===== src/rtl/gesture_pkg.sv =====
// Shared frame geometry and types for the gesture pipeline.
// Palm extraction and finger identification both use these definitions.
package gesture_pkg;

   localparam int IMAGE_WIDTH  = 160;
   localparam int IMAGE_HEIGHT = 120;

   typedef logic [7:0] coord_t;

   typedef struct packed {
      coord_t start_r;
      coord_t start_c;
      coord_t end_r;
      coord_t end_c;
      coord_t width;
      coord_t height;
   } bbox_t;

   typedef enum logic [1:0] {IDLE, SCAN, FINAL} state_t;

endpackage


===== src/rtl/palm_bbox_extractor_row_run_detector.sv =====
// Per-row skin run tracking: qualifies a row once MIN_RUN consecutive skin pixels are seen.
// Outputs already include the current pixel, so the row can be committed on its last pixel.
module row_run_detector
   import gesture_pkg::*;
#(
   parameter int MIN_RUN = 4
)
(
   input  logic   clk,
   input  logic   rst,
   input  logic   valid,
   input  logic   skin,
   input  coord_t col,
   input  logic   row_start,
   output logic   qualified,
   output coord_t min_c,
   output coord_t max_c
);

   localparam coord_t RUN_MAX = coord_t'(MIN_RUN);
   localparam coord_t RUN_OFS = coord_t'(MIN_RUN - 1);

   coord_t run_q;
   coord_t run_d;
   logic   qual_q;
   coord_t min_q;
   coord_t max_q;

   // The row start discards the previous row's state before this pixel is applied.
   always_comb begin
      run_d     = row_start ? '0   : run_q;
      qualified = row_start ? 1'b0 : qual_q;
      min_c     = row_start ? '0   : min_q;
      max_c     = row_start ? '0   : max_q;
      if (skin) begin
         if (run_d < RUN_MAX) begin
            run_d = run_d + 8'd1;
         end
         if (run_d == RUN_MAX) begin
            if (!qualified) begin
               min_c = col - RUN_OFS;
            end
            qualified = 1'b1;
            max_c     = col;
         end
      end else begin
         run_d = '0;
      end
   end

   always_ff @(posedge clk) begin
      if (rst) begin
         run_q  <= '0;
         qual_q <= 1'b0;
         min_q  <= '0;
         max_q  <= '0;
      end else if (valid) begin
         run_q  <= run_d;
         qual_q <= qualified;
         min_q  <= min_c;
         max_q  <= max_c;
      end
   end

endmodule


===== src/rtl/palm_bbox_extractor.sv =====
// Palm bounding-box extractor: scans a raster skin mask and reports the box of qualified rows once per frame.
// Results are held between frames; a frame with too few qualified rows reports all zeros.
module palm_bbox_extractor
#(
   parameter int IMAGE_WIDTH   = gesture_pkg::IMAGE_WIDTH,
   parameter int IMAGE_HEIGHT  = gesture_pkg::IMAGE_HEIGHT,
   parameter int MIN_RUN       = 4,
   parameter int MIN_PALM_ROWS = 4
)
(
   input  logic       clk,
   input  logic       rst,
   input  logic       pix_valid,
   input  logic       pix_sof,
   input  logic       pix_skin,
   output logic [7:0] palm_width,
   output logic [7:0] palm_height,
   output logic [7:0] start_of_palm_r,
   output logic [7:0] start_of_palm_c,
   output logic [7:0] end_of_palm_r,
   output logic [7:0] end_of_palm_c,
   output logic       palm_valid,
   output logic       frame_abort
);

   import gesture_pkg::*;

   localparam coord_t LAST_COL = coord_t'(IMAGE_WIDTH - 1);
   localparam coord_t LAST_ROW = coord_t'(IMAGE_HEIGHT - 1);
   localparam coord_t MIN_ROWS = coord_t'(MIN_PALM_ROWS);

   state_t state;
   coord_t col;
   coord_t row;
   coord_t cur_col;
   coord_t cur_row;
   logic   accept;
   logic   restart;
   logic   row_end;
   logic   last_pix;

   coord_t min_c, max_c, first_r, last_r, rows_cnt;
   coord_t base_min_c, base_max_c, base_first_r, base_last_r, base_rows;
   coord_t nxt_min_c, nxt_max_c, nxt_first_r, nxt_last_r, nxt_rows;

   logic   row_qualified;
   coord_t row_min_c;
   coord_t row_max_c;

   bbox_t  box;
   bbox_t  result;

   // A start-of-frame pixel restarts the scan at (0,0) except while results are being computed.
   always_comb begin
      restart  = pix_valid && pix_sof && (state != FINAL);
      accept   = restart || (pix_valid && (state == SCAN));
      cur_col  = restart ? '0 : col;
      cur_row  = restart ? '0 : row;
      row_end  = accept && (cur_col == LAST_COL);
      last_pix = row_end && (cur_row == LAST_ROW);
   end

   row_run_detector #(
      .MIN_RUN(MIN_RUN)
   ) u_run (
      .clk       (clk),
      .rst       (rst),
      .valid     (accept),
      .skin      (pix_skin),
      .col       (cur_col),
      .row_start (cur_col == '0),
      .qualified (row_qualified),
      .min_c     (row_min_c),
      .max_c     (row_max_c)
   );

   // Frame accumulators; a restart folds the current row into freshly cleared values.
   always_comb begin
      base_min_c   = restart ? 8'hFF : min_c;
      base_max_c   = restart ? 8'h00 : max_c;
      base_first_r = restart ? 8'h00 : first_r;
      base_last_r  = restart ? 8'h00 : last_r;
      base_rows    = restart ? 8'h00 : rows_cnt;
      nxt_min_c    = base_min_c;
      nxt_max_c    = base_max_c;
      nxt_first_r  = base_first_r;
      nxt_last_r   = base_last_r;
      nxt_rows     = base_rows;
      if (row_end && row_qualified) begin
         if (row_min_c < base_min_c) begin
            nxt_min_c = row_min_c;
         end
         if (row_max_c > base_max_c) begin
            nxt_max_c = row_max_c;
         end
         if (base_rows == '0) begin
            nxt_first_r = cur_row;
         end
         nxt_last_r = cur_row;
         if (base_rows != 8'hFF) begin
            nxt_rows = base_rows + 8'd1;
         end
      end
   end

   always_comb begin
      box = '0;
      if (rows_cnt >= MIN_ROWS) begin
         box.start_r = first_r;
         box.start_c = min_c;
         box.end_r   = last_r;
         box.end_c   = max_c;
         box.width   = max_c - min_c + 8'd1;
         box.height  = last_r - first_r + 8'd1;
      end
   end

   always_ff @(posedge clk) begin
      if (rst) begin
         state       <= IDLE;
         col         <= '0;
         row         <= '0;
         min_c       <= 8'hFF;
         max_c       <= '0;
         first_r     <= '0;
         last_r      <= '0;
         rows_cnt    <= '0;
         result      <= '0;
         palm_valid  <= 1'b0;
         frame_abort <= 1'b0;
      end else begin
         palm_valid  <= 1'b0;
         frame_abort <= 1'b0;
         if (accept) begin
            min_c    <= nxt_min_c;
            max_c    <= nxt_max_c;
            first_r  <= nxt_first_r;
            last_r   <= nxt_last_r;
            rows_cnt <= nxt_rows;
            if (cur_col == LAST_COL) begin
               col <= '0;
               row <= cur_row + 8'd1;
            end else begin
               col <= cur_col + 8'd1;
               row <= cur_row;
            end
         end
         case (state)
            IDLE: begin
               if (accept) begin
                  state <= last_pix ? FINAL : SCAN;
               end
            end
            SCAN: begin
               if (restart) begin
                  frame_abort <= 1'b1;
               end
               if (last_pix) begin
                  state <= FINAL;
               end
            end
            FINAL: begin
               result     <= box;
               palm_valid <= 1'b1;
               col        <= '0;
               row        <= '0;
               state      <= IDLE;
            end
            default: state <= IDLE;
         endcase
      end
   end

   assign start_of_palm_r = result.start_r;
   assign start_of_palm_c = result.start_c;
   assign end_of_palm_r   = result.end_r;
   assign end_of_palm_c   = result.end_c;
   assign palm_width      = result.width;
   assign palm_height     = result.height;

endmodule


===== config.mk =====
export PLATFORM = sky130hd
export DESIGN_NAME = palm_bbox_extractor
export DESIGN_NICKNAME = d
export VERILOG_FILES = /design/src/rtl/gesture_pkg.sv /design/src/rtl/palm_bbox_extractor_row_run_detector.sv /design/src/rtl/palm_bbox_extractor.sv
export SDC_FILE = /design/constraint.sdc
export NUM_CORES = 1
export LEC_CHECK = 0
export BUFFER_PORTS_ARGS = -buffer_cell sky130_fd_sc_hd__buf_4
export CAP_MARGIN = 10
export CELL_PAD_IN_SITES_DETAIL_PLACEMENT = 1
export CELL_PAD_IN_SITES_GLOBAL_PLACEMENT = 2
export CORE_ASPECT_RATIO = 1.4
export CORE_MARGIN = 1.5
export CORE_UTILIZATION = 37
export DETAILED_ROUTE_END_ITERATION = 8
export PLACE_DENSITY_LB_ADDON = 0.1
export SYNTH_ARGS = -nofsm -noshare
export SYNTH_HDL_FRONTEND = slang
export SYNTH_SLANG_ARGS = --single-unit
export TNS_END_PERCENT = 20

===== constraint.sdc =====
create_clock -name clk -period 5.8 [get_ports clk]
set_input_delay 0.87 -clock clk [delete_from_list [all_inputs] [get_ports clk]]
set_output_delay 0.87 -clock clk [all_outputs]
set_load 0.005 [all_outputs]

==> results of run 1 <==
## Yosys cell counts (4+ instances only)
library cell,number
sky130_fd_sc_hd__dfxtp_1,133
sky130_fd_sc_hd__nor2_1,84
sky130_fd_sc_hd__nand2_1,70
sky130_fd_sc_hd__a22o_1,53
sky130_fd_sc_hd__ha_1,47
sky130_fd_sc_hd__a21oi_1,45
sky130_fd_sc_hd__inv_1,36
sky130_fd_sc_hd__clkbuf_1,30
sky130_fd_sc_hd__mux2i_1,28
sky130_fd_sc_hd__nor3_1,23
sky130_fd_sc_hd__o21ai_0,18
sky130_fd_sc_hd__and2_1,14
sky130_fd_sc_hd__xnor2_1,14
sky130_fd_sc_hd__nand3_1,12
sky130_fd_sc_hd__xor2_1,12
sky130_fd_sc_hd__nand4_1,10
sky130_fd_sc_hd__a22oi_1,9
sky130_fd_sc_hd__nor4_1,8
sky130_fd_sc_hd__o211ai_1,8
sky130_fd_sc_hd__a21o_1,7
sky130_fd_sc_hd__buf_2,7
sky130_fd_sc_hd__nand2b_1,7
sky130_fd_sc_hd__or2_2,6
sky130_fd_sc_hd__a211oi_1,5
sky130_fd_sc_hd__nor2b_1,5
sky130_fd_sc_hd__a21boi_0,4
sky130_fd_sc_hd__and3_1,4
sky130_fd_sc_hd__buf_1,4
sky130_fd_sc_hd__o21bai_1,4
sky130_fd_sc_hd__or4_1,4
## cells in the final DEF, fill, tap and decap left out, types with 9 or more instances in the layout
cell and count:
sky130_fd_sc_hd__a21oi_1 44, sky130_fd_sc_hd__a22o_1 53, sky130_fd_sc_hd__a22oi_1 9, sky130_fd_sc_hd__and2_1 14, sky130_fd_sc_hd__buf_4 68, sky130_fd_sc_hd__clkbuf_16 17
sky130_fd_sc_hd__dfxtp_1 133, sky130_fd_sc_hd__ha_1 47, sky130_fd_sc_hd__inv_1 36, sky130_fd_sc_hd__mux2i_1 28, sky130_fd_sc_hd__nand2_1 70, sky130_fd_sc_hd__nand3_1 12
sky130_fd_sc_hd__nand4_1 10, sky130_fd_sc_hd__nor2_1 83, sky130_fd_sc_hd__nor3_1 22, sky130_fd_sc_hd__o21ai_0 18, sky130_fd_sc_hd__xnor2_1 14, sky130_fd_sc_hd__xor2_1 12
## what timing repair did
item	CTS	global route
gates resized for setup	0	1
endpoints found under the setup margin	0	6
buffers inserted	0	1
## registers in the layout, summed over array words and instances (netlist names)
name,flops
state,2
u_run.max_q,8
start_of_palm_c,8
rows_cnt,8
last_r,8
start_of_palm_r,8
palm_width,8
end_of_palm_r,8
min_c,8
frame_abort,1
u_run.run_q,8
row,8
u_run.min_q,8
first_r,8
palm_height,8
u_run.qual_q,1
col,8
max_c,8
end_of_palm_c,8
palm_valid,1
## cells by family after synthesis
kind of cell             after synthesis
AND/OR/NAND/NOR                      261
adder cells (fa/ha/maj)               50
multiplexers                          29
buffers and inverters                 80
AO/OA/AOI/OAI                        177
flip-flops                           133
XOR/XNOR                              26
## where the power goes
group          internal (mW)  total, mW  switching [mW]
registers              0.919      0.925         0.00539
logic                 0.0227     0.0822          0.0594
clock network          0.605       1.04           0.438
## worst max-delay path: cells and delay by family, from the launching register on
kind / cells / cell delay (ns)
DFF: 1 / 0.41
buffers and inverters: 3 / 0.54
adders and majority gates: 2 / 0.61
AOI/OAI and AO/OA: 8 / 2.02
and+or+nand+nor: 5 / 1.56
muxes: 1 / 0.19
## cell type report
cell class	instances	area (um^2)	share of cell area (%)
Multi-Input combinational cell	543	3720	46.9
Sequential cell	133	2660	33.6
Timing Repair Buffer	69	531	6.70
Clock buffer	19	443	5.60
Tap cell	240	300	3.79
Inverter	37	139	1.75
Clock inverter	13	124	1.56
## per-layer routing
layer | global-route usage, % | share of wire [%] | vias up
li1 | - | - | 2777
met1 | 24.1 | 44 | 2770
met2 | 38.3 | 53 | 68
met3 | 3.66 | 2.0 | 20
met4 | 6.02 | 1.4 | 0
met5 | 0 | 0 | -
## final timing paths
kind,end,start,slack [ns],cells past startpoint
setup reg to reg,max_c[4]$_SDFFE_PP0N_,col[3]$_SDFFE_PP0N_,0.40,19
setup / recovery,max_c[4]$_SDFFE_PP0N_,col[3]$_SDFFE_PP0N_,0.40,19
hold reg to reg,u_run.run_q[4]$_SDFFE_PP0N_,u_run.run_q[4]$_SDFFE_PP0N_,0.46,1
hold / removal,u_run.run_q[4]$_SDFFE_PP0N_,u_run.run_q[4]$_SDFFE_PP0N_,0.46,1
## through the flow
step                util (%)  setup slack, ns  power (mW)  instance area, um^2
floorplan                  -            0.388        1.00                 6690
global placement        41.0            0.310        1.03                 7320
detailed placement      41.0           0.0623        1.03                 7320
CTS                     44.2            0.362        2.08                 7890
global route            44.3           0.0827        2.13                 7920
finish                  44.3            0.396        2.05                 7920
==> flow_summary.html, run 1 <==
<table>
<tr><th>Metric</th><th>Value</th></tr>
<tr><th colspan="2">Run status</th></tr>
<tr><td>Result of the run</td><td>completed</td></tr>
<tr><th colspan="2">Route</th></tr>
<tr><td>Detailed-route via count</td><td>between 5000 and 6000</td></tr>
<tr><td>DRC violations left</td><td>0</td></tr>
<tr><td>Number of iterations in the first detailed-routing pass</td><td>4</td></tr>
<tr><td>Antenna Nets Post-Route</td><td>0</td></tr>
<tr><td>Violation count after the first detailed-routing iteration</td><td>220</td></tr>
<tr><td>Post-detailed-route via-to-cell ratio</td><td>about 5.3</td></tr>
<tr><td>Routed length per instance</td><td>between 15 and 20 um</td></tr>
<tr><td>Routed wire length</td><td>around 19000 um</td></tr>
<tr><th colspan="2">STA</th></tr>
<tr><td>Clock skew</td><td>approximately 0.0085 ns</td></tr>
<tr><td>Setup repair after global routing missed its margin</td><td>false</td></tr>
<tr><td>Share of the clock period used by the worst path</td><td>between 90% and 100%</td></tr>
<tr><td>Final total negative setup slack</td><td>0 ns</td></tr>
<tr><td>Count of final hold-check violations</td><td>0</td></tr>
<tr><td>Number of setup violations in the final report</td><td>0</td></tr>
<tr><td>Post-route minimum period</td><td>between 5 and 6 ns</td></tr>
<tr><td>Fmax</td><td>between 0.15 and 0.2 GHz</td></tr>
<tr><td>Final hold slack</td><td>0.460 ns</td></tr>
<tr><td>Max Transition Viols Final</td><td>0</td></tr>
<tr><td>Transition at the pin with the smallest max-transition slack</td><td>around 1.1 ns</td></tr>
<tr><td>Headroom to the max-slew limit</td><td>about a quarter</td></tr>
<tr><th colspan="2">Yosys</th></tr>
<tr><td>Largest cells by area after synthesis</td><td>sky130_fd_sc_hd__dfxtp_1 (40%), sky130_fd_sc_hd__ha_1 (8.8%), sky130_fd_sc_hd__a22o_1 (6.9%), sky130_fd_sc_hd__nor2_1 (4.7%), sky130_fd_sc_hd__mux2i_1 (4.2%)</td></tr>
<tr><td>Multiplexer share of the synthesized area</td><td>around 4.4%</td></tr>
<tr><td>Compound-Gate Fraction of Synth Area</td><td>19.4%</td></tr>
<tr><td>Count of flip-flops with a built-in enable after synthesis</td><td>0</td></tr>
<tr><td>Mapped Area</td><td>roughly 6700 um^2</td></tr>
<tr><td>Count of different cell masters after synthesis</td><td>61</td></tr>
<tr><td>Synthesized area per cell</td><td>a little under 9 um^2</td></tr>
<tr><td>Synth top area share</td><td>between 30% and 40%</td></tr>
<tr><td>Warning count from the yosys run</td><td>0</td></tr>
<tr><td>Net count of the mapped netlist</td><td>a little over 800</td></tr>
<tr><td>Largest family of logic cells by synthesized area</td><td>compound AO/OA/AOI/OAI gates</td></tr>
<tr><td>Fraction of the mapped netlist area in adder cells</td><td>9.54%</td></tr>
<tr><td>Post-Syn Instances</td><td>around 760</td></tr>
<tr><td>Cell type contributing the most total cell area after synthesis</td><td>sky130_fd_sc_hd__dfxtp_1</td></tr>
<tr><td>Synth Register Bits</td><td>133</td></tr>
<tr><td>Fraction of registers with async set or reset after synthesis</td><td>0%</td></tr>
<tr><td>Post-synthesis simple-gate area fraction</td><td>about a fifth</td></tr>
<tr><td>Portion of the post-synthesis area used by sequential elements</td><td>between 30% and 40%</td></tr>
<tr><td>Post-synthesis xor/xnor area fraction</td><td>approximately 3.4%</td></tr>
<tr><td>Main synth FF type</td><td>sky130_fd_sc_hd__dfxtp_1</td></tr>
<tr><th colspan="2">Clock tree</th></tr>
<tr><td>Worst-skew pair later-pin latency</td><td>0.43 ns</td></tr>
<tr><td>Largest buffer count on any clock path</td><td>2</td></tr>
<tr><td>Root buffer cell</td><td>sky130_fd_sc_hd__clkbuf_16</td></tr>
<tr><td>Post-CTS clock slew at the launch and capture registers of the worst setup and hold paths</td><td>0.06 ns</td></tr>
<tr><td>Clock buffers created by TritonCTS</td><td>17</td></tr>
<tr><td>Number of buffers inserted for hold repair after clock tree synthesis</td><td>0</td></tr>
<tr><td>Clock tree from TritonCTS</td><td>built</td></tr>
<tr><td>Clock Sink Count</td><td>133</td></tr>
<tr><td>Htree depth</td><td>4</td></tr>
<tr><th colspan="2">Worst setup path</th></tr>
<tr><td>Most used cell along the critical path</td><td>sky130_fd_sc_hd__ha_1</td></tr>
<tr><td>Ordered cell list for the critical path</td><td>or3_1, o32ai_2, nand2_1, and2_1, ha_1, nor4bb_1, o2111ai_1, buf_4, o211ai_1, a21boi_0, inv_1, ha_1, nor2b_1, o21a_1, o21ai_0, a211o_1, a211oi_4, buf_12, mux2i_1</td></tr>
<tr><td>Longest individual stage delay on the worst path</td><td>around 0.52 ns</td></tr>
<tr><td>Critical path startpoint category</td><td>flop</td></tr>
<tr><td>Crit path max-delay cell type</td><td>sky130_fd_sc_hd__o32ai_2</td></tr>
<tr><td>Critical path capture point type</td><td>flop</td></tr>
<tr><td>Kind of critical path</td><td>reg -&gt; reg</td></tr>
<tr><td>Crit path DAT</td><td>approximately 5.8 ns</td></tr>
<tr><td>Maximum fanout along the worst path</td><td>10</td></tr>
<tr><td>Required time at the worst-slack endpoint</td><td>6.16 ns</td></tr>
<tr><th colspan="2">Power</th></tr>
<tr><td>Power density cells</td><td>around 260 nW/um^2</td></tr>
<tr><td>Worst voltage drop across the vdd grid</td><td>0.148 mV</td></tr>
<tr><td>Pleak</td><td>about 3.3 nW</td></tr>
<tr><th colspan="2">Global routing</th></tr>
<tr><td>Number of antenna violations at the first check in global routing</td><td>0</td></tr>
<tr><td>Via count of the first global-routing pass</td><td>between 5000 and 6000</td></tr>
<tr><td>Maximum number of pins on one net before global-route repair</td><td>51</td></tr>
<tr><td>Global Route Usage Sum</td><td>between 20% and 30%</td></tr>
<tr><td>Total congestion overflow</td><td>0</td></tr>
<tr><td>Wire length of the first global-routing pass</td><td>between 30000 and 40000 um</td></tr>
<tr><th colspan="2">Floorplan</th></tr>
<tr><td>Total I/O pin count</td><td>55</td></tr>
<tr><td>Starting Density</td><td>37.5%</td></tr>
<tr><td>Area inside the core boundary</td><td>~18000 um^2</td></tr>
<tr><td>Die Span X</td><td>117 um</td></tr>
<tr><td>Die footprint</td><td>roughly 19000 um^2</td></tr>
<tr><td>Number of placement rows</td><td>a little under 60</td></tr>
<tr><td>Die Height</td><td>162 um</td></tr>
<tr><th colspan="2">Layout</th></tr>
<tr><td>Share of post-route cells with drive strength above 1</td><td>about 14%</td></tr>
<tr><td>Number of standard cells in the layout, taps in and fillers out</td><td>about 1100</td></tr>
<tr><td>Diode insertion count for antenna repair</td><td>0</td></tr>
<tr><td>Total number of nets in the final design</td><td>around 860</td></tr>
<tr><td>Synth-to-layout area growth</td><td>18.4%</td></tr>
<tr><td>Total of fill cells in the finished design</td><td>around 2100</td></tr>
<tr><th colspan="2">Placed design</th></tr>
<tr><td>Detailed placer's ending HPWL</td><td>13900 um</td></tr>
<tr><td>Number of buffer cells added on primary ports</td><td>54</td></tr>
<tr><td>Gpl congestion</td><td>0.855</td></tr>
<tr><td>Number of placed instances, taps included</td><td>a little over 1000</td></tr>
<tr><th colspan="2">Hold path</th></tr>
<tr><td>Worst min-delay path class</td><td>reg -&gt; reg</td></tr>
<tr><th colspan="2">Job</th></tr>
<tr><td>Max-cap violations</td><td>0</td></tr>
</table>
No activity file was read; power rests on OpenSTA's default activity.
==> run 2: changes to the inputs <==
Settings changed: MAX_ROUTING_LAYER set to met4.
==> flow_summary.html, run 2 (synthesized netlist as in run 1, its figures left out) <==
<table>
<tr><th>Metric</th><th>Value</th></tr>
<tr><th colspan="2">Route</th></tr>
<tr><td>Detailed-route via count</td><td>around 5600</td></tr>
<tr><td>Routed wire length</td><td>18600 um</td></tr>
<tr><td>Antenna Nets Post-Route</td><td>0</td></tr>
<tr><td>DRC violations left</td><td>0</td></tr>
<tr><td>Post-detailed-route via-to-cell ratio</td><td>5.34</td></tr>
<tr><td>Routed length per instance</td><td>17.7 um</td></tr>
<tr><td>Violation count after the first detailed-routing iteration</td><td>210</td></tr>
<tr><td>Number of iterations in the first detailed-routing pass</td><td>4</td></tr>
<tr><th colspan="2">Clock tree</th></tr>
<tr><td>Largest buffer count on any clock path</td><td>2</td></tr>
<tr><td>Root buffer cell</td><td>sky130_fd_sc_hd__clkbuf_16</td></tr>
<tr><td>Htree depth</td><td>4</td></tr>
<tr><td>Worst-skew pair later-pin latency</td><td>roughly 0.43 ns</td></tr>
<tr><td>Clock buffers created by TritonCTS</td><td>17</td></tr>
<tr><td>Post-CTS clock slew at the launch and capture registers of the worst setup and hold paths</td><td>about 0.06 ns</td></tr>
<tr><td>Clock tree from TritonCTS</td><td>built</td></tr>
<tr><td>Number of buffers inserted for hold repair after clock tree synthesis</td><td>0</td></tr>
<tr><td>Clock Sink Count</td><td>between 100 and 150</td></tr>
<tr><th colspan="2">Worst setup path</th></tr>
<tr><td>Maximum fanout along the worst path</td><td>10</td></tr>
<tr><td>Critical path buffer and inverter count</td><td>3</td></tr>
<tr><td>Required time at the worst-slack endpoint</td><td>6.16 ns</td></tr>
<tr><td>Longest individual stage delay on the worst path</td><td>approximately 0.52 ns</td></tr>
<tr><td>Delay-heaviest family, CP</td><td>compound AO/OA/AOI/OAI gates</td></tr>
<tr><td>Ordered cell list for the critical path</td><td>or3_1, o32ai_2, nand2_1, and2_1, ha_1, nor4bb_1, o2111ai_1, buf_4, o211ai_1, a21boi_0, inv_1, ha_1, nor2b_1, o21a_1, o21ai_0, a211o_1, a211oi_4, buf_12, mux2i_1</td></tr>
<tr><td>Critical path capture point type</td><td>flop</td></tr>
<tr><td>Crit path max-delay cell type</td><td>sky130_fd_sc_hd__o32ai_2</td></tr>
<tr><td>Crit path DAT</td><td>roughly 5.8 ns</td></tr>
<tr><td>Most used cell along the critical path</td><td>sky130_fd_sc_hd__ha_1</td></tr>
<tr><td>Kind of critical path</td><td>reg -&gt; reg</td></tr>
<tr><td>Critical path startpoint category</td><td>flop</td></tr>
<tr><th colspan="2">Run status</th></tr>
<tr><td>Result of the run</td><td>completed</td></tr>
<tr><th colspan="2">Power</th></tr>
<tr><td>Pleak</td><td>around 3.3 nW</td></tr>
<tr><td>Power density cells</td><td>~260 nW/um^2</td></tr>
<tr><td>Switching share of power</td><td>roughly a quarter</td></tr>
<tr><td>Internal Power</td><td>between 1.5 and 2 mW</td></tr>
<tr><td>Portion of total power attributed to sequential cells</td><td>between 40% and 50%</td></tr>
<tr><td>Switching pwr</td><td>approximately 0.50 mW</td></tr>
<tr><td>Clock Power Share</td><td>50.8%</td></tr>
<tr><td>Logic pwr share</td><td>4.0%</td></tr>
<tr><td>Worst voltage drop across the vdd grid</td><td>between 0.1 and 0.15 mV</td></tr>
<tr><th colspan="2">Placed design</th></tr>
<tr><td>Number of placed instances, taps included</td><td>~1000</td></tr>
<tr><td>Detailed placer's ending HPWL</td><td>roughly 14000 um</td></tr>
<tr><td>Number of buffer cells added on primary ports</td><td>54</td></tr>
<tr><td>Area of placed instances</td><td>7320 um^2</td></tr>
<tr><td>Gpl congestion</td><td>approximately 0.87</td></tr>
<tr><th colspan="2">Floorplan</th></tr>
<tr><td>Starting Density</td><td>between 30% and 40%</td></tr>
<tr><td>Die Span X</td><td>117 um</td></tr>
<tr><td>Die footprint</td><td>~19000 um^2</td></tr>
<tr><td>Number of placement rows</td><td>58</td></tr>
<tr><td>Die Height</td><td>between 150 and 200 um</td></tr>
<tr><td>Total I/O pin count</td><td>55</td></tr>
<tr><td>Area inside the core boundary</td><td>17900 um^2</td></tr>
<tr><th colspan="2">Layout</th></tr>
<tr><td>Diode insertion count for antenna repair</td><td>0</td></tr>
<tr><td>Share of post-route cells with drive strength above 1</td><td>14.4%</td></tr>
<tr><td>Most common cell after layout, fill and taps aside</td><td>sky130_fd_sc_hd__dfxtp_1</td></tr>
<tr><td>Total number of nets in the final design</td><td>~860</td></tr>
<tr><td>Synth-to-layout area growth</td><td>18.4%</td></tr>
<tr><td>Number of standard cells in the layout, taps in and fillers out</td><td>roughly 1100</td></tr>
<tr><td>Final Core Density</td><td>about 44%</td></tr>
<tr><td>Total of fill cells in the finished design</td><td>approximately 2100</td></tr>
<tr><td>Top library cells by usage in the layout, fill and taps aside</td><td>sky130_fd_sc_hd__dfxtp_1 (133), sky130_fd_sc_hd__nor2_1 (83), sky130_fd_sc_hd__nand2_1 (70)</td></tr>
<tr><td>Final non-filler cell area</td><td>around 7900 um^2</td></tr>
<tr><th colspan="2">Global routing</th></tr>
<tr><td>Via count of the first global-routing pass</td><td>5750</td></tr>
<tr><td>Number of antenna violations at the first check in global routing</td><td>0</td></tr>
<tr><td>Global Route Usage Sum</td><td>between 20% and 30%</td></tr>
<tr><td>Wire length of the first global-routing pass</td><td>30200 um</td></tr>
<tr><td>Maximum number of pins on one net before global-route repair</td><td>between 50 and 60</td></tr>
<tr><td>Total congestion overflow</td><td>0</td></tr>
<tr><th colspan="2">STA</th></tr>
<tr><td>Clock skew</td><td>0.00812 ns</td></tr>
<tr><td>Share of the clock period used by the worst path</td><td>~93%</td></tr>
<tr><td>Setup repair after global routing missed its margin</td><td>false</td></tr>
<tr><td>Transition at the pin with the smallest max-transition slack</td><td>roughly 1.1 ns</td></tr>
<tr><td>Count of final hold-check violations</td><td>0</td></tr>
<tr><td>Fmax</td><td>between 0.15 and 0.2 GHz</td></tr>
<tr><td>Final total negative setup slack</td><td>0 ns</td></tr>
<tr><td>Post-route minimum period</td><td>5.40 ns</td></tr>
<tr><td>Max Transition Viols Final</td><td>0</td></tr>
<tr><td>Number of setup violations in the final report</td><td>0</td></tr>
<tr><td>Headroom to the max-slew limit</td><td>a little over a quarter</td></tr>
<tr><th colspan="2">Hold path</th></tr>
<tr><td>Worst min-delay path class</td><td>reg -&gt; reg</td></tr>
<tr><th colspan="2">Job</th></tr>
<tr><td>Max-cap violations</td><td>0</td></tr>
</table>
run 2: cell counts in the layout (fill, tap and decap cells not counted):
Identical to the previous run, type by type.
run 2: routing by layer:
metal  wire length [um]  global-route usage, %
met2               9850                   38.3
met5                  0                      -
met4                259                   6.19
met3                359                   3.43
met1               8170                   24.0
run 2: power groups by stage:
stage / clock network (mW) / logic (mW) / registers, mW
finish: 1.04 / 0.0820 / 0.925
global route: 1.11 / 0.0920 / 0.925
CTS: 1.07 / 0.0833 / 0.924
detailed placement: 0 / 0.0830 / 0.945
global placement: 0 / 0.0808 / 0.945
floorplan: 0 / 0.0592 / 0.942
run 2: final timing paths:
check / startpoint / endpoint / slack, ns / depth (start not counted)
worst max-delay path: col[3]$_SDFFE_PP0N_ / max_c[4]$_SDFFE_PP0N_ / 0.40 / 19
worst max register to register: col[3]$_SDFFE_PP0N_ / max_c[4]$_SDFFE_PP0N_ / 0.40 / 19
worst min-delay path: u_run.run_q[4]$_SDFFE_PP0N_ / u_run.run_q[4]$_SDFFE_PP0N_ / 0.46 / 1
worst min register to register: u_run.run_q[4]$_SDFFE_PP0N_ / u_run.run_q[4]$_SDFFE_PP0N_ / 0.46 / 1
run 2: through the flow:
| step | hold slack [ns] | setup WS (ns) | power [mW] |
|---|---|---|---|
| floorplan | 0.431 | 0.388 | 1.00 |
| global placement | 0.444 | 0.310 | 1.03 |
| detailed placement | 0.445 | 0.0623 | 1.03 |
| CTS | 0.465 | 0.362 | 2.08 |
| global route | 0.477 | 0.0822 | 2.13 |
| finish | 0.460 | 0.397 | 2.04 |
run 2: timing repair:
item	CTS	global route
setup endpoints to repair	0	6
setup buffers	0	1
gates resized for setup	0	1
run 2: final cells by class:
cell class | instances | area (um^2) | area share (%)
tap | 240 | 300 | 3.79
clock inverter | 13 | 124 | 1.56
multi-input combinational | 543 | 3720 | 46.9
sequential | 133 | 2660 | 33.6
timing repair buffer | 69 | 531 | 6.70
clock buffer | 19 | 443 | 5.60
inverter | 37 | 139 | 1.75
run 2: worst register-to-register path, stage by stage, from the launching register on:
cell and delay [ns]:
sky130_fd_sc_hd__dfxtp_1 0.41, sky130_fd_sc_hd__or3_1 0.43, sky130_fd_sc_hd__o32ai_2 0.52, sky130_fd_sc_hd__nand2_1 0.30, sky130_fd_sc_hd__and2_1 0.24, sky130_fd_sc_hd__ha_1 0.30, sky130_fd_sc_hd__nor4bb_1 0.46, sky130_fd_sc_hd__o2111ai_1 0.27
sky130_fd_sc_hd__buf_4 0.27, sky130_fd_sc_hd__o211ai_1 0.09, sky130_fd_sc_hd__a21boi_0 0.37, sky130_fd_sc_hd__inv_1 0.10, sky130_fd_sc_hd__ha_1 0.31, sky130_fd_sc_hd__nor2b_1 0.13, sky130_fd_sc_hd__o21a_1 0.11, sky130_fd_sc_hd__o21ai_0 0.08
sky130_fd_sc_hd__a211o_1 0.30, sky130_fd_sc_hd__a211oi_4 0.28, sky130_fd_sc_hd__buf_12 0.17, sky130_fd_sc_hd__mux2i_1 0.19
==> run 3: changes to the inputs <==
Clock period 5.8 ns to 5.2 ns, I/O delays scaled along.
==> flow_summary.html, run 3 (synthesized netlist as in run 1, its figures left out) <==
<table>
<tr><th>Metric</th><th>Value</th></tr>
<tr><th colspan="2">Global routing</th></tr>
<tr><td>Number of antenna violations at the first check in global routing</td><td>0</td></tr>
<tr><td>Total congestion overflow</td><td>0</td></tr>
<tr><td>Maximum number of pins on one net before global-route repair</td><td>slightly above 50</td></tr>
<tr><td>Wire length of the first global-routing pass</td><td>~30000 um</td></tr>
<tr><td>Via count of the first global-routing pass</td><td>approximately 6000</td></tr>
<tr><td>Global Route Usage Sum</td><td>a little over a fifth</td></tr>
<tr><th colspan="2">Route</th></tr>
<tr><td>Violation count after the first detailed-routing iteration</td><td>230</td></tr>
<tr><td>Routed length per instance</td><td>around 18 um</td></tr>
<tr><td>Antenna Nets Post-Route</td><td>0</td></tr>
<tr><td>Post-detailed-route via-to-cell ratio</td><td>about 5.3</td></tr>
<tr><td>DRC violations left</td><td>0</td></tr>
<tr><td>Number of iterations in the first detailed-routing pass</td><td>5</td></tr>
<tr><td>Detailed-route via count</td><td>around 5700</td></tr>
<tr><td>Routed wire length</td><td>approximately 19000 um</td></tr>
<tr><th colspan="2">Placed design</th></tr>
<tr><td>Pre-CTS setup slack</td><td>-0.104 ns</td></tr>
<tr><td>Detailed placer's ending HPWL</td><td>~14000 um</td></tr>
<tr><td>Area of placed instances</td><td>about 7400 um^2</td></tr>
<tr><td>Gpl congestion</td><td>between 0.8 and 0.9</td></tr>
<tr><td>Number of buffer cells added on primary ports</td><td>54</td></tr>
<tr><th colspan="2">STA</th></tr>
<tr><td>Number of setup violations in the final report</td><td>0</td></tr>
<tr><td>Transition at the pin with the smallest max-transition slack</td><td>1.13 ns</td></tr>
<tr><td>Setup repair after global routing missed its margin</td><td>false</td></tr>
<tr><td>Fmax</td><td>around 0.21 GHz</td></tr>
<tr><td>Share of the clock period used by the worst path</td><td>about 91%</td></tr>
<tr><td>Final Worst Setup Slack</td><td>~0.44 ns</td></tr>
<tr><td>Max Transition Viols Final</td><td>0</td></tr>
<tr><td>Post-route minimum period</td><td>4.76 ns</td></tr>
<tr><td>Clock skew</td><td>a little under 0.01 ns</td></tr>
<tr><td>Count of final hold-check violations</td><td>0</td></tr>
<tr><td>Headroom to the max-slew limit</td><td>a little under a quarter</td></tr>
<tr><th colspan="2">Floorplan</th></tr>
<tr><td>Area inside the core boundary</td><td>17900 um^2</td></tr>
<tr><td>Die Height</td><td>between 150 and 200 um</td></tr>
<tr><td>Number of placement rows</td><td>between 50 and 60</td></tr>
<tr><td>Die Span X</td><td>117 um</td></tr>
<tr><td>Die footprint</td><td>between 15000 and 20000 um^2</td></tr>
<tr><td>Starting Density</td><td>a little under two fifths</td></tr>
<tr><td>Total I/O pin count</td><td>55</td></tr>
<tr><th colspan="2">Clock tree</th></tr>
<tr><td>Worst-skew pair later-pin latency</td><td>approximately 0.41 ns</td></tr>
<tr><td>Number of buffers inserted for hold repair after clock tree synthesis</td><td>0</td></tr>
<tr><td>Clock Sink Count</td><td>133</td></tr>
<tr><td>Largest buffer count on any clock path</td><td>2</td></tr>
<tr><td>Clock tree from TritonCTS</td><td>built</td></tr>
<tr><td>Clock buffers created by TritonCTS</td><td>17</td></tr>
<tr><td>Root buffer cell</td><td>sky130_fd_sc_hd__clkbuf_16</td></tr>
<tr><td>Post-CTS clock slew at the launch and capture registers of the worst setup and hold paths</td><td>around 0.06 ns</td></tr>
<tr><td>Htree depth</td><td>4</td></tr>
<tr><th colspan="2">Worst setup path</th></tr>
<tr><td>Source of the worst register-to-register timing path</td><td>state[1]$_SDFFE_PP0P_</td></tr>
<tr><td>Critical path capture point type</td><td>flop</td></tr>
<tr><td>Depth of the worst register-to-register path</td><td>18</td></tr>
<tr><td>Critical path startpoint</td><td>state[1]$_SDFFE_PP0P_</td></tr>
<tr><td>Capture point of the worst path</td><td>max_c[7]$_SDFFE_PP0N_</td></tr>
<tr><td>Kind of critical path</td><td>reg -&gt; reg</td></tr>
<tr><td>Required time at the worst-slack endpoint</td><td>roughly 5.5 ns</td></tr>
<tr><td>Register-to-register setup slack</td><td>between 0.4 and 0.5 ns</td></tr>
<tr><td>Destination of the worst register-to-register timing path</td><td>max_c[7]$_SDFFE_PP0N_</td></tr>
<tr><td>Crit path DAT</td><td>between 5 and 6 ns</td></tr>
<tr><td>Critical path startpoint category</td><td>flop</td></tr>
<tr><td>Maximum fanout along the worst path</td><td>8</td></tr>
<tr><th colspan="2">Layout</th></tr>
<tr><td>Final Core Density</td><td>45.2%</td></tr>
<tr><td>Total of fill cells in the finished design</td><td>between 2000 and 2500</td></tr>
<tr><td>Synth-to-layout area growth</td><td>20.6%</td></tr>
<tr><td>Share of post-route cells with drive strength above 1</td><td>15.4%</td></tr>
<tr><td>Most common cell after layout, fill and taps aside</td><td>sky130_fd_sc_hd__dfxtp_1</td></tr>
<tr><td>Final non-filler cell area</td><td>8070 um^2</td></tr>
<tr><td>Total number of nets in the final design</td><td>roughly 860</td></tr>
<tr><td>Diode insertion count for antenna repair</td><td>0</td></tr>
<tr><td>Top library cells by usage in the layout, fill and taps aside</td><td>sky130_fd_sc_hd__dfxtp_1 (133), sky130_fd_sc_hd__nor2_1 (83), sky130_fd_sc_hd__buf_4 (77)</td></tr>
<tr><th colspan="2">Power</th></tr>
<tr><td>Power density cells</td><td>approximately 300 nW/um^2</td></tr>
<tr><td>Pleak</td><td>~3.3 nW</td></tr>
<tr><td>Power after layout</td><td>2.39 mW</td></tr>
<tr><td>Worst voltage drop across the vdd grid</td><td>just under 0.2 mV</td></tr>
<tr><th colspan="2">Run status</th></tr>
<tr><td>Result of the run</td><td>completed</td></tr>
<tr><th colspan="2">Hold path</th></tr>
<tr><td>Worst min-delay path class</td><td>reg -&gt; reg</td></tr>
<tr><th colspan="2">Job</th></tr>
<tr><td>Max-cap violations</td><td>0</td></tr>
</table>
## run 3: timing repair
action	CTS	global route
buffers inserted	0	1
endpoints found under the setup margin	0	16
gates resized for setup	0	3
## run 3: where the power goes
group / switching (mW) / internal (mW) / total, mW
clock network: 0.462 / 0.804 / 1.27
registers: 0.00615 / 1.03 / 1.03
logic: 0.0673 / 0.0279 / 0.0952
## run 3: worst max-delay path, stage by stage (launching register included)
cell and delay (ns):
sky130_fd_sc_hd__dfxtp_1 0.37, sky130_fd_sc_hd__nor2b_1 0.68, sky130_fd_sc_hd__o32ai_4 0.27, sky130_fd_sc_hd__nand2_1 0.22, sky130_fd_sc_hd__and2_1 0.15, sky130_fd_sc_hd__ha_1 0.25
sky130_fd_sc_hd__nor4bb_2 0.36, sky130_fd_sc_hd__o2111ai_1 0.29, sky130_fd_sc_hd__o211ai_1 0.20, sky130_fd_sc_hd__a21boi_1 0.29, sky130_fd_sc_hd__inv_1 0.08, sky130_fd_sc_hd__ha_1 0.30
sky130_fd_sc_hd__nor2b_1 0.13, sky130_fd_sc_hd__o21a_1 0.12, sky130_fd_sc_hd__o21ai_0 0.07, sky130_fd_sc_hd__a211o_1 0.30, sky130_fd_sc_hd__a211oi_4 0.25, sky130_fd_sc_hd__buf_12 0.17
sky130_fd_sc_hd__mux2i_1 0.20
## run 3: area by class of cell
type / count / area, um^2 / area share [%]
Clock buffer: 20 / 437 / 5.41
Clock inverter: 12 / 179 / 2.22
Inverter: 37 / 139 / 1.72
Multi-Input combinational cell: 543 / 3750 / 46.5
Sequential cell: 133 / 2660 / 33.0
Tap cell: 240 / 300 / 3.72
Timing Repair Buffer: 78 / 598 / 7.42
## run 3: stage by stage
stage,setup TNS [ns],std cells,hold slack [ns]
2_1_floorplan,0,756,0.431
3_3_place_gp,0,1030,0.444
3_5_place_dp,-0.616,1030,0.445
4_1_cts,0,1062,0.464
5_1_grt,0,1063,0.481
6_report,0,1063,0.460
## run 3: worst min path at each step
stage | startpoint | end | cells past startpoint
global placement | u_run.run_q[4]$_SDFFE_PP0N_ | u_run.run_q[4]$_SDFFE_PP0N_ | 1
CTS | u_run.run_q[4]$_SDFFE_PP0N_ | u_run.run_q[4]$_SDFFE_PP0N_ | 1
detailed placement | u_run.run_q[4]$_SDFFE_PP0N_ | u_run.run_q[4]$_SDFFE_PP0N_ | 1
finish | u_run.run_q[4]$_SDFFE_PP0N_ | u_run.run_q[4]$_SDFFE_PP0N_ | 1
global route | u_run.run_q[7]$_SDFFE_PP0N_ | u_run.run_q[7]$_SDFFE_PP0N_ | 1
floorplan | u_run.run_q[4]$_SDFFE_PP0N_ | u_run.run_q[4]$_SDFFE_PP0N_ | 1
## run 3: layer usage
layer	track usage [%]	wire, um
met1	24.5	8260
met3	3.99	335
met4	5.53	154
met2	38.1	9940
met5	-	0
